[src/rtl/pipe_hazard_ctrl.sv]
// Hazard and stall sequencer: load-use bubbles, branch flushes,
// data-memory wait holds with timeout, and a saturating stall counter.
module pipe_hazard_ctrl #(
  parameter int TIMEOUT = 64,
  parameter int CNT_W   = 16
) (
  input  logic             clk,
  input  logic             rst,
  input  logic [4:0]       IFID_rs_i,
  input  logic [4:0]       IFID_rt_i,
  input  logic [4:0]       IDEX_rt_i,
  input  logic             IDEX_MemRead_i,
  input  logic             branch_taken_i,
  input  logic             dmem_req_i,
  input  logic             dmem_ack_i,
  output logic             PC_write_o,
  output logic             IFID_write_o,
  output logic             IFID_flush_o,
  output logic             IDEX_bubble_o,
  output logic             pipe_hold_o,
  output logic             err_o,
  output logic [CNT_W-1:0] stall_cnt_o
);

  localparam int WW = $clog2(TIMEOUT) + 1;

  typedef enum logic [1:0] {
    RUN,
    MEM_WAIT,
    ERR
  } state_e;

  state_e           state_q, state_d;
  logic [WW-1:0]    wcnt_q, wcnt_d;
  logic [CNT_W-1:0] cnt_q, cnt_d;

  logic load_use;
  logic mem_busy;

  assign load_use = IDEX_MemRead_i && (IDEX_rt_i != 5'd0) &&
                    ((IDEX_rt_i == IFID_rs_i) ||
                     (IDEX_rt_i == IFID_rt_i));
  assign mem_busy = dmem_req_i && !dmem_ack_i;

  // Zero-latency hazard outputs; reset and ERR override the inputs.
  always_comb begin
    PC_write_o    = 1'b1;
    IFID_write_o  = 1'b1;
    IFID_flush_o  = 1'b0;
    IDEX_bubble_o = 1'b0;
    pipe_hold_o   = 1'b0;
    err_o         = 1'b0;
    if (rst) begin
      PC_write_o = 1'b1;
    end else if (state_q == ERR) begin
      PC_write_o   = 1'b0;
      IFID_write_o = 1'b0;
      pipe_hold_o  = 1'b1;
      err_o        = 1'b1;
    end else if (mem_busy) begin
      PC_write_o   = 1'b0;
      IFID_write_o = 1'b0;
      pipe_hold_o  = 1'b1;
    end else if (load_use) begin
      PC_write_o    = 1'b0;
      IFID_write_o  = 1'b0;
      IDEX_bubble_o = 1'b1;
    end else if (branch_taken_i) begin
      IFID_flush_o = 1'b1;
    end
  end

  always_comb begin
    state_d = state_q;
    wcnt_d  = wcnt_q;
    unique case (state_q)
      RUN: begin
        if (mem_busy) begin
          state_d = MEM_WAIT;
          wcnt_d  = WW'(1);
        end
      end
      MEM_WAIT: begin
        if (!mem_busy) begin
          state_d = RUN;
          wcnt_d  = '0;
        end else if (wcnt_q == WW'(TIMEOUT - 1)) begin
          state_d = ERR;
        end else begin
          wcnt_d = wcnt_q + WW'(1);
        end
      end
      ERR: begin
        state_d = ERR;
      end
      default: begin
        state_d = RUN;
        wcnt_d  = '0;
      end
    endcase
  end

  always_comb begin
    cnt_d = cnt_q;
    if (!PC_write_o && (cnt_q != {CNT_W{1'b1}}))
      cnt_d = cnt_q + CNT_W'(1);
  end

  always_ff @(posedge clk) begin
    if (rst) begin
      state_q <= RUN;
      wcnt_q  <= '0;
      cnt_q   <= '0;
    end else begin
      state_q <= state_d;
      wcnt_q  <= wcnt_d;
      cnt_q   <= cnt_d;
    end
  end

  assign stall_cnt_o = cnt_q;

endmodule

[config.mk]
export PLATFORM = sky130hd
export DESIGN_NAME = pipe_hazard_ctrl
export DESIGN_NICKNAME = d
export VERILOG_FILES = /design/src/rtl/pipe_hazard_ctrl.sv
export SDC_FILE = /design/constraint.sdc
export NUM_CORES = 1
export LEC_CHECK = 0
export CORE_MARGIN = 2
export CORE_UTILIZATION = 40
export DETAILED_ROUTE_END_ITERATION = 8
export GPL_ROUTABILITY_DRIVEN = 0
export PLACE_DENSITY = 0.69
export SYNTH_ARGS = -nofsm -noshare
export SYNTH_HDL_FRONTEND = slang
export SYNTH_SLANG_ARGS = --single-unit
[constraint.sdc]
create_clock -name clk -period 2.4 [get_ports clk]
set_input_delay 0.48 -clock clk [delete_from_list [all_inputs] [get_ports clk]]
set_output_delay 0.48 -clock clk [all_outputs]
set_load 0.02 [all_outputs]
==> results of run 1 <==
-- cells by family (layout without fill, tap and decap cells) --
family / Yosys count / count (layout) / synth area share [%]
adders and majority gates: 2 / 2 / 1.68
and+or+nand+nor: 84 / 84 / 31.6
DFF: 25 / 25 / 33.5
muxes: 8 / 8 / 5.87
xor gates and xnor gates: 17 / 17 / 9.97
AOI/OAI and AO/OA: 30 / 30 / 14.0
buffers and inverters: 9 / 69 / 3.35
-- where the power goes --
part	switching, mW	internal (mW)
Clock	0.150	0.122
Combinational	0.0757	0.0926
Sequential	0.00934	0.421
Total	0.235	0.635
-- state kept, by name, indices dropped and copies added, names as in the netlist --
signal	flops
stall_cnt_o	16
wcnt_q	7
state_q	2
-- Yosys cell counts, types with 3 or more instances --
| master | instances | share of area [%] |
|---|---|---|
| dfxtp_1 | 25 | 34 |
| nor2_1 | 21 | 5.3 |
| xnor2_1 | 13 | 7.6 |
| a21oi_1 | 10 | 3.4 |
| nand3_1 | 10 | 3.4 |
| nand2_1 | 9 | 2.3 |
| nand4_1 | 8 | 3.4 |
| nor2b_1 | 7 | 2.9 |
| or4_1 | 5 | 2.5 |
| xor2_1 | 4 | 2.3 |
| inv_1 | 3 | 0.75 |
| mux2_1 | 3 | 2.3 |
| mux2_2 | 3 | 2.3 |
| nand2b_1 | 3 | 1.3 |
| nor3_1 | 3 | 1.0 |
| o21ai_2 | 3 | 1.8 |
| o31ai_1 | 3 | 1.5 |
-- worst max-delay path, stage by stage --
cell	delay (ns)
clkdlybuf4s50_1	0.48
xnor2_1	0.12
nand3_1	0.13
o22ai_2	0.19
a21oi_2	0.09
or2_4	0.24
buf_6	0.13
-- layout make-up --
cell class                 count  share of cell area (%)
inverter                       3                   0.523
sequential                    25                    23.2
clock inverter                 1                   0.407
tap                           48                    2.79
timing repair buffer          62                    26.4
clock buffer                   3                    1.92
multi-input combinational    141                    44.7
-- path summary, 6_finish.rpt --
check	to	cells past startpoint	start
setup / recovery	PC_write_o	7	IFID_rs_i[0]
hold reg to reg	state_q[0]	1	state_q[1]
hold / removal	state_q[0]	1	state_q[1]
setup reg to reg	stall_cnt_o[3]	7	stall_cnt_o[0]
-- routing by layer --
layer / vias up / GRT usage (%) / share of wire [%]
met4: 0 / 4.69 / 0.85
met5: - / 0 / 0
met3: 2 / 2.60 / 5.0
met1: 677 / 21.8 / 47
met2: 30 / 30.7 / 47
li1: 749 / - / -
-- stage by stage --
| step | instances | util, % | hold slack, ns | power (mW) |
|---|---|---|---|---|
| after global placement | 277 | 57.0 | 0.458 | 0.601 |
| after detailed placement | 277 | 57.0 | 0.469 | 0.603 |
| after global routing | 283 | 59.3 | 0.544 | 0.910 |
| after floorplan | 175 | - | 0.445 | 0.519 |
| final | 283 | 59.3 | 0.487 | 0.871 |
| after CTS | 283 | 58.6 | 0.483 | 0.876 |
-- timing repair --
item                       CTS  global route
buffers inserted             2             0
setup endpoints to repair    6             5
pin swaps                    6             9
resized for setup           29             8
==> impl_metrics.toml, run 1 <==
[status]
status = "finished clean"

[detailed_routing]
dr.pass1.iters = 3
drt_iter0_markers = 32
antenna_left = 0
wire_per_inst_um = 12.1
drt_wl_total_um = 3410
post-route-drc-count = 0
num_vias = 1458
vias_per_cell = 5.15

[logic_synthesis]
synth_fp_nets = 198
synth-main-ff-cell = "dfxtp_1"
async_flop_share_pct = 0
syn_inst = 175
synth-warning-count = 0
postSynthAreaPerCell_sq_um = 8.53
synth_edf_count = 0
ys_seq_area_share_pct = 33.5
synthesis.area_sq_um = 1490
yosysUniqueCellTypes = 47
synth-seq-cells = 25

[floorplan]
coreArea_sq_um = 3630
floorplan.initialDensity_pct = 41.1
die_h_um = 65.1
rows = 22
die_w_um = 65.1
ios = 43
dieArea_sq_um = 4240

[clocking]
cts-root-buf = "clkbuf_8"
hold_buffers = 0
clock_latency_ns = 0.28
path_clk_slew_ns = 0.10
clock_sinks = 25
cts_htree_levels = 1
cts_buffer_depth = 2
cts_tree = "built"
numCtsBuffers = 3

[cells_and_area]
drive_gt1_share_pct = 19.1
nets = 259
syn_to_final_growth_pct = 44.3
nFillCells = 352
multi_input_area_sq_um = 963
final_common_cell = "clkdlybuf4s50_1"
ff_latch_area_sq_um = 500
mostFrequentLayoutCells = "28 x clkdlybuf4s50_1, 25 x dfxtp_1, 21 x nor2_1"
fin_area_sq_um = 2150
antenna_cells = 0

[sta]
slew_headroom_pct = 79.3
fin_crit_ns = 2.34
tightest_slew_ns = 0.302
finalWorstSetupSlack_ns = 0.0600
fin_worst_skew_ns = 0.0132
finalMaxSlewViolations = 0
final-setup-viol-count = 0
finalHoldViolCount = 0
fmax_ghz = 0.427
post-route-period-util_pct = 97.5
tns_ns = 0
rsz0062_at_grt = "false"

[pwr]
total_leakage_power_nw = 0.810
ir_worst_vdd_mv = 0.258
powerDensity_nw_per_um2 = 404

[setup_path]
crit_fanout = 2
critPathKind = "input pin to primary output"
start_kind = "input pin"
critPathCaptureType = "primary output"
worst_ep_required_time_ns = 1.92
r2r_slack_ns = 0.35
arrival_ns = 1.86

[global_routing]
grt_usage_pct = 17.3
antenna_found_initial = 0
grt_pass1_vias = 1395
overflow = 0
grt_max_degree = 17
grt_pass1_wl_um = 5960

[placement]
port_buffers = 42
dpl_cell_area_sq_um = 2070
place_hpwl_um = 2490
post-place-ws_ns = -0.622

[min_path]
hp-class = "register to register"

[flow_run]
max_cap_violations = 0
(Power assumes the default switching activity.)
==> run 2, diff against run 1 <==
--- a/config.mk
+++ b/config.mk
@@ -9,6 +9,7 @@
 export CORE_UTILIZATION = 40
 export DETAILED_ROUTE_END_ITERATION = 8
 export GPL_ROUTABILITY_DRIVEN = 0
+export GPL_TIMING_DRIVEN = 0
 export PLACE_DENSITY = 0.69
 export SYNTH_ARGS = -nofsm -noshare
 export SYNTH_HDL_FRONTEND = slang
==> run 2 against run 1 <==
  * The flow now finishes with violations (negative setup slack)
  * Register-to-register slack about the same
  * Flip-flop and latch count unchanged
  * Via count down 2.3%
  * Largest power group unchanged
==> impl_metrics.toml, run 2 (synthesis gave the netlist of run 1 again) <==
[clocking]
clock_sinks = 25
numCtsBuffers = 3
cts_htree_levels = 1
cts-root-buf = "clkbuf_8"
hold_buffers = 0
cts_buffer_depth = 2
cts_tree = "built"
clock_latency_ns = 0.27
path_clk_slew_ns = 0.09

[detailed_routing]
vias_per_cell = 5.16
wire_per_inst_um = 12.1
drt_wl_total_um = 3340
post-route-drc-count = 0
dr.pass1.iters = 4
num_vias = 1424
antenna_left = 0
drt_iter0_markers = 63

[cells_and_area]
mostFrequentLayoutCells = "25 x dfxtp_1, 21 x nor2_1, 21 x clkdlybuf4s50_1"
drive_gt1_share_pct = 18.9
syn_to_final_growth_pct = 39.1
largest_reg_flops = 16
final_common_cell = "dfxtp_1"
antenna_cells = 0
nets = 252
fin_area_sq_um = 2080

[setup_path]
critPathCaptureType = "primary output"
r2r_start = "stall_cnt_o[0]"
worst_ep_required_time_ns = 1.92
crit_chain = "buf_6 > or4_4 > o21a_4 > a21oi_2 > buf_6 > or2_4 > buf_6 > buf_6"
arrival_ns = 1.93
slowest_delay_ns = 0.53
start_kind = "input pin"
critPathMostFrequentCell = "buf_6"
critPathKind = "input pin to primary output"
r2r_slack_ns = 0.36
worst-r2r-cell-count = 7
crit_fanout = 3
critPathSlowestCell = "or4_4"
r2r-end = "stall_cnt_o[10]"

[pwr]
combinationalPowerShare_pct = 18.9
total_leakage_power_nw = 0.750
p_sw_share_pct = 26.1
ir_worst_vdd_mv = 0.328
powerDensity_nw_per_um2 = 405
power.internal_mw = 0.622
power_switching_mw = 0.219
clkPwrFrac_pct = 30.1
p_seq_share_pct = 51.0

[min_path]
min_to = "state_q[0]"
hp-class = "register to register"
hold_path_depth = 1
hold_start = "state_q[1]"

[sta]
tightest_slew_ns = 0.439
finalWorstSetupSlack_ns = -0.00937
final-setup-viol-count = 1
rsz0062_at_grt = "true"
fmax_ghz = 0.415
slew_headroom_pct = 70.7
fin_crit_ns = 2.41
finalHoldViolCount = 0
tns_ns = -0.00937
fin_worst_skew_ns = 0.00464
post-route-period-util_pct = 100
finalMaxSlewViolations = 0

[global_routing]
grt_pass1_vias = 1288
antenna_found_initial = 0
grt_usage_pct = 16.9
overflow = 0
grt_pass1_wl_um = 5720
grt_max_degree = 15

[floorplan]
coreArea_sq_um = 3630
dieArea_sq_um = 4240
die_h_um = 65.1
ios = 43
die_w_um = 65.1
rows = 22
floorplan.initialDensity_pct = 41.1

[status]
status = "finished with violations"
violations = "negative setup slack"

[flow_run]
max_cap_violations = 0

[placement]
port_buffers = 42
post-place-ws_ns = -1.01
dpl_cell_area_sq_um = 1970
place_hpwl_um = 2440
==> run 2: cell count changes in the layout (fill, tap and decap cells not counted), moves of 2 or more <==
cell             before  now
dlygate4sd2_1         4   11
dlymetal6s2s_1        4    0
clkbuf_2              0    2
buf_6                 2    7
buf_4                20    7
clkdlybuf4s50_1      28   21
==> run 2: how the worst max path moves through the flow <==
stage | from | endpoint | slack (ns) | cells past startpoint
2_1_floorplan | IDEX_rt_i[1] | PC_write_o | 0.06 | 6
3_3_place_gp | IDEX_rt_i[1] | PC_write_o | -1.03 | 8
3_5_place_dp | IDEX_rt_i[1] | PC_write_o | -1.01 | 8
4_1_cts | IDEX_rt_i[4] | PC_write_o | 0.006 | 8
5_1_grt | IDEX_rt_i[4] | PC_write_o | -0.06 | 8
6_report | IDEX_rt_i[4] | PC_write_o | -0.009 | 8
==> run 2: stage by stage <==
| step | cells | power [mW] | hold slack (ns) | utilization (%) |
|---|---|---|---|---|
| 5_1_grt | 276 | 0.894 | 0.498 | 57.2 |
| 3_3_place_gp | 265 | 0.585 | 0.461 | 54.3 |
| 6_report | 276 | 0.842 | 0.470 | 57.2 |
| 2_1_floorplan | 175 | 0.519 | 0.445 | - |
| 4_1_cts | 275 | 0.853 | 0.477 | 56.8 |
| 3_5_place_dp | 265 | 0.586 | 0.468 | 54.3 |
==> run 2: power groups by stage <==
stage                     clock network (mW)  registers [mW]  logic (mW)
final                                  0.253           0.430       0.159
after global routing                   0.288           0.431       0.174
after CTS                              0.268           0.430       0.155
after detailed placement                   0           0.439       0.147
after global placement                     0           0.439       0.146
after floorplan                            0           0.441      0.0782
==> run 2: per-layer routing <==
layer | vias to the layer above | share of wire (%) | global-route usage [%]
li1 | 740 | - | -
met1 | 647 | 47 | 22.2
met2 | 32 | 46 | 28.1
met3 | 5 | 5.4 | 3.65
met4 | 0 | 0.93 | 4.69
met5 | - | 0 | 0
==> run 2: cell type report <==
type | instances | area [sq um]
inverter | 3 | 11.3
tap | 48 | 60.1
timing repair buffer | 49 | 438
sequential | 25 | 500
fill | 348 | 1560
multi-input combinational | 141 | 965
clock inverter | 1 | 5.00
clock buffer | 3 | 41.3
buffer | 6 | 56.3
==> run 2: what timing repair did <==
item | in CTS | in global routing
pin swaps | 16 | 1
resized for setup | 53 | 8
setup endpoints to repair | 6 | 6
endpoints found under the hold margin | 0 | 0
setup buffers | 6 | 1
==> run 2: critical path, delay by kind of cell <==
| kind | cells | cell delay (ns) |
|---|---|---|
| AND/OR/NAND/NOR | 2 | 0.63 |
| AO/OA/AOI/OAI | 2 | 0.42 |
| buffers and inverters | 4 | 0.40 |
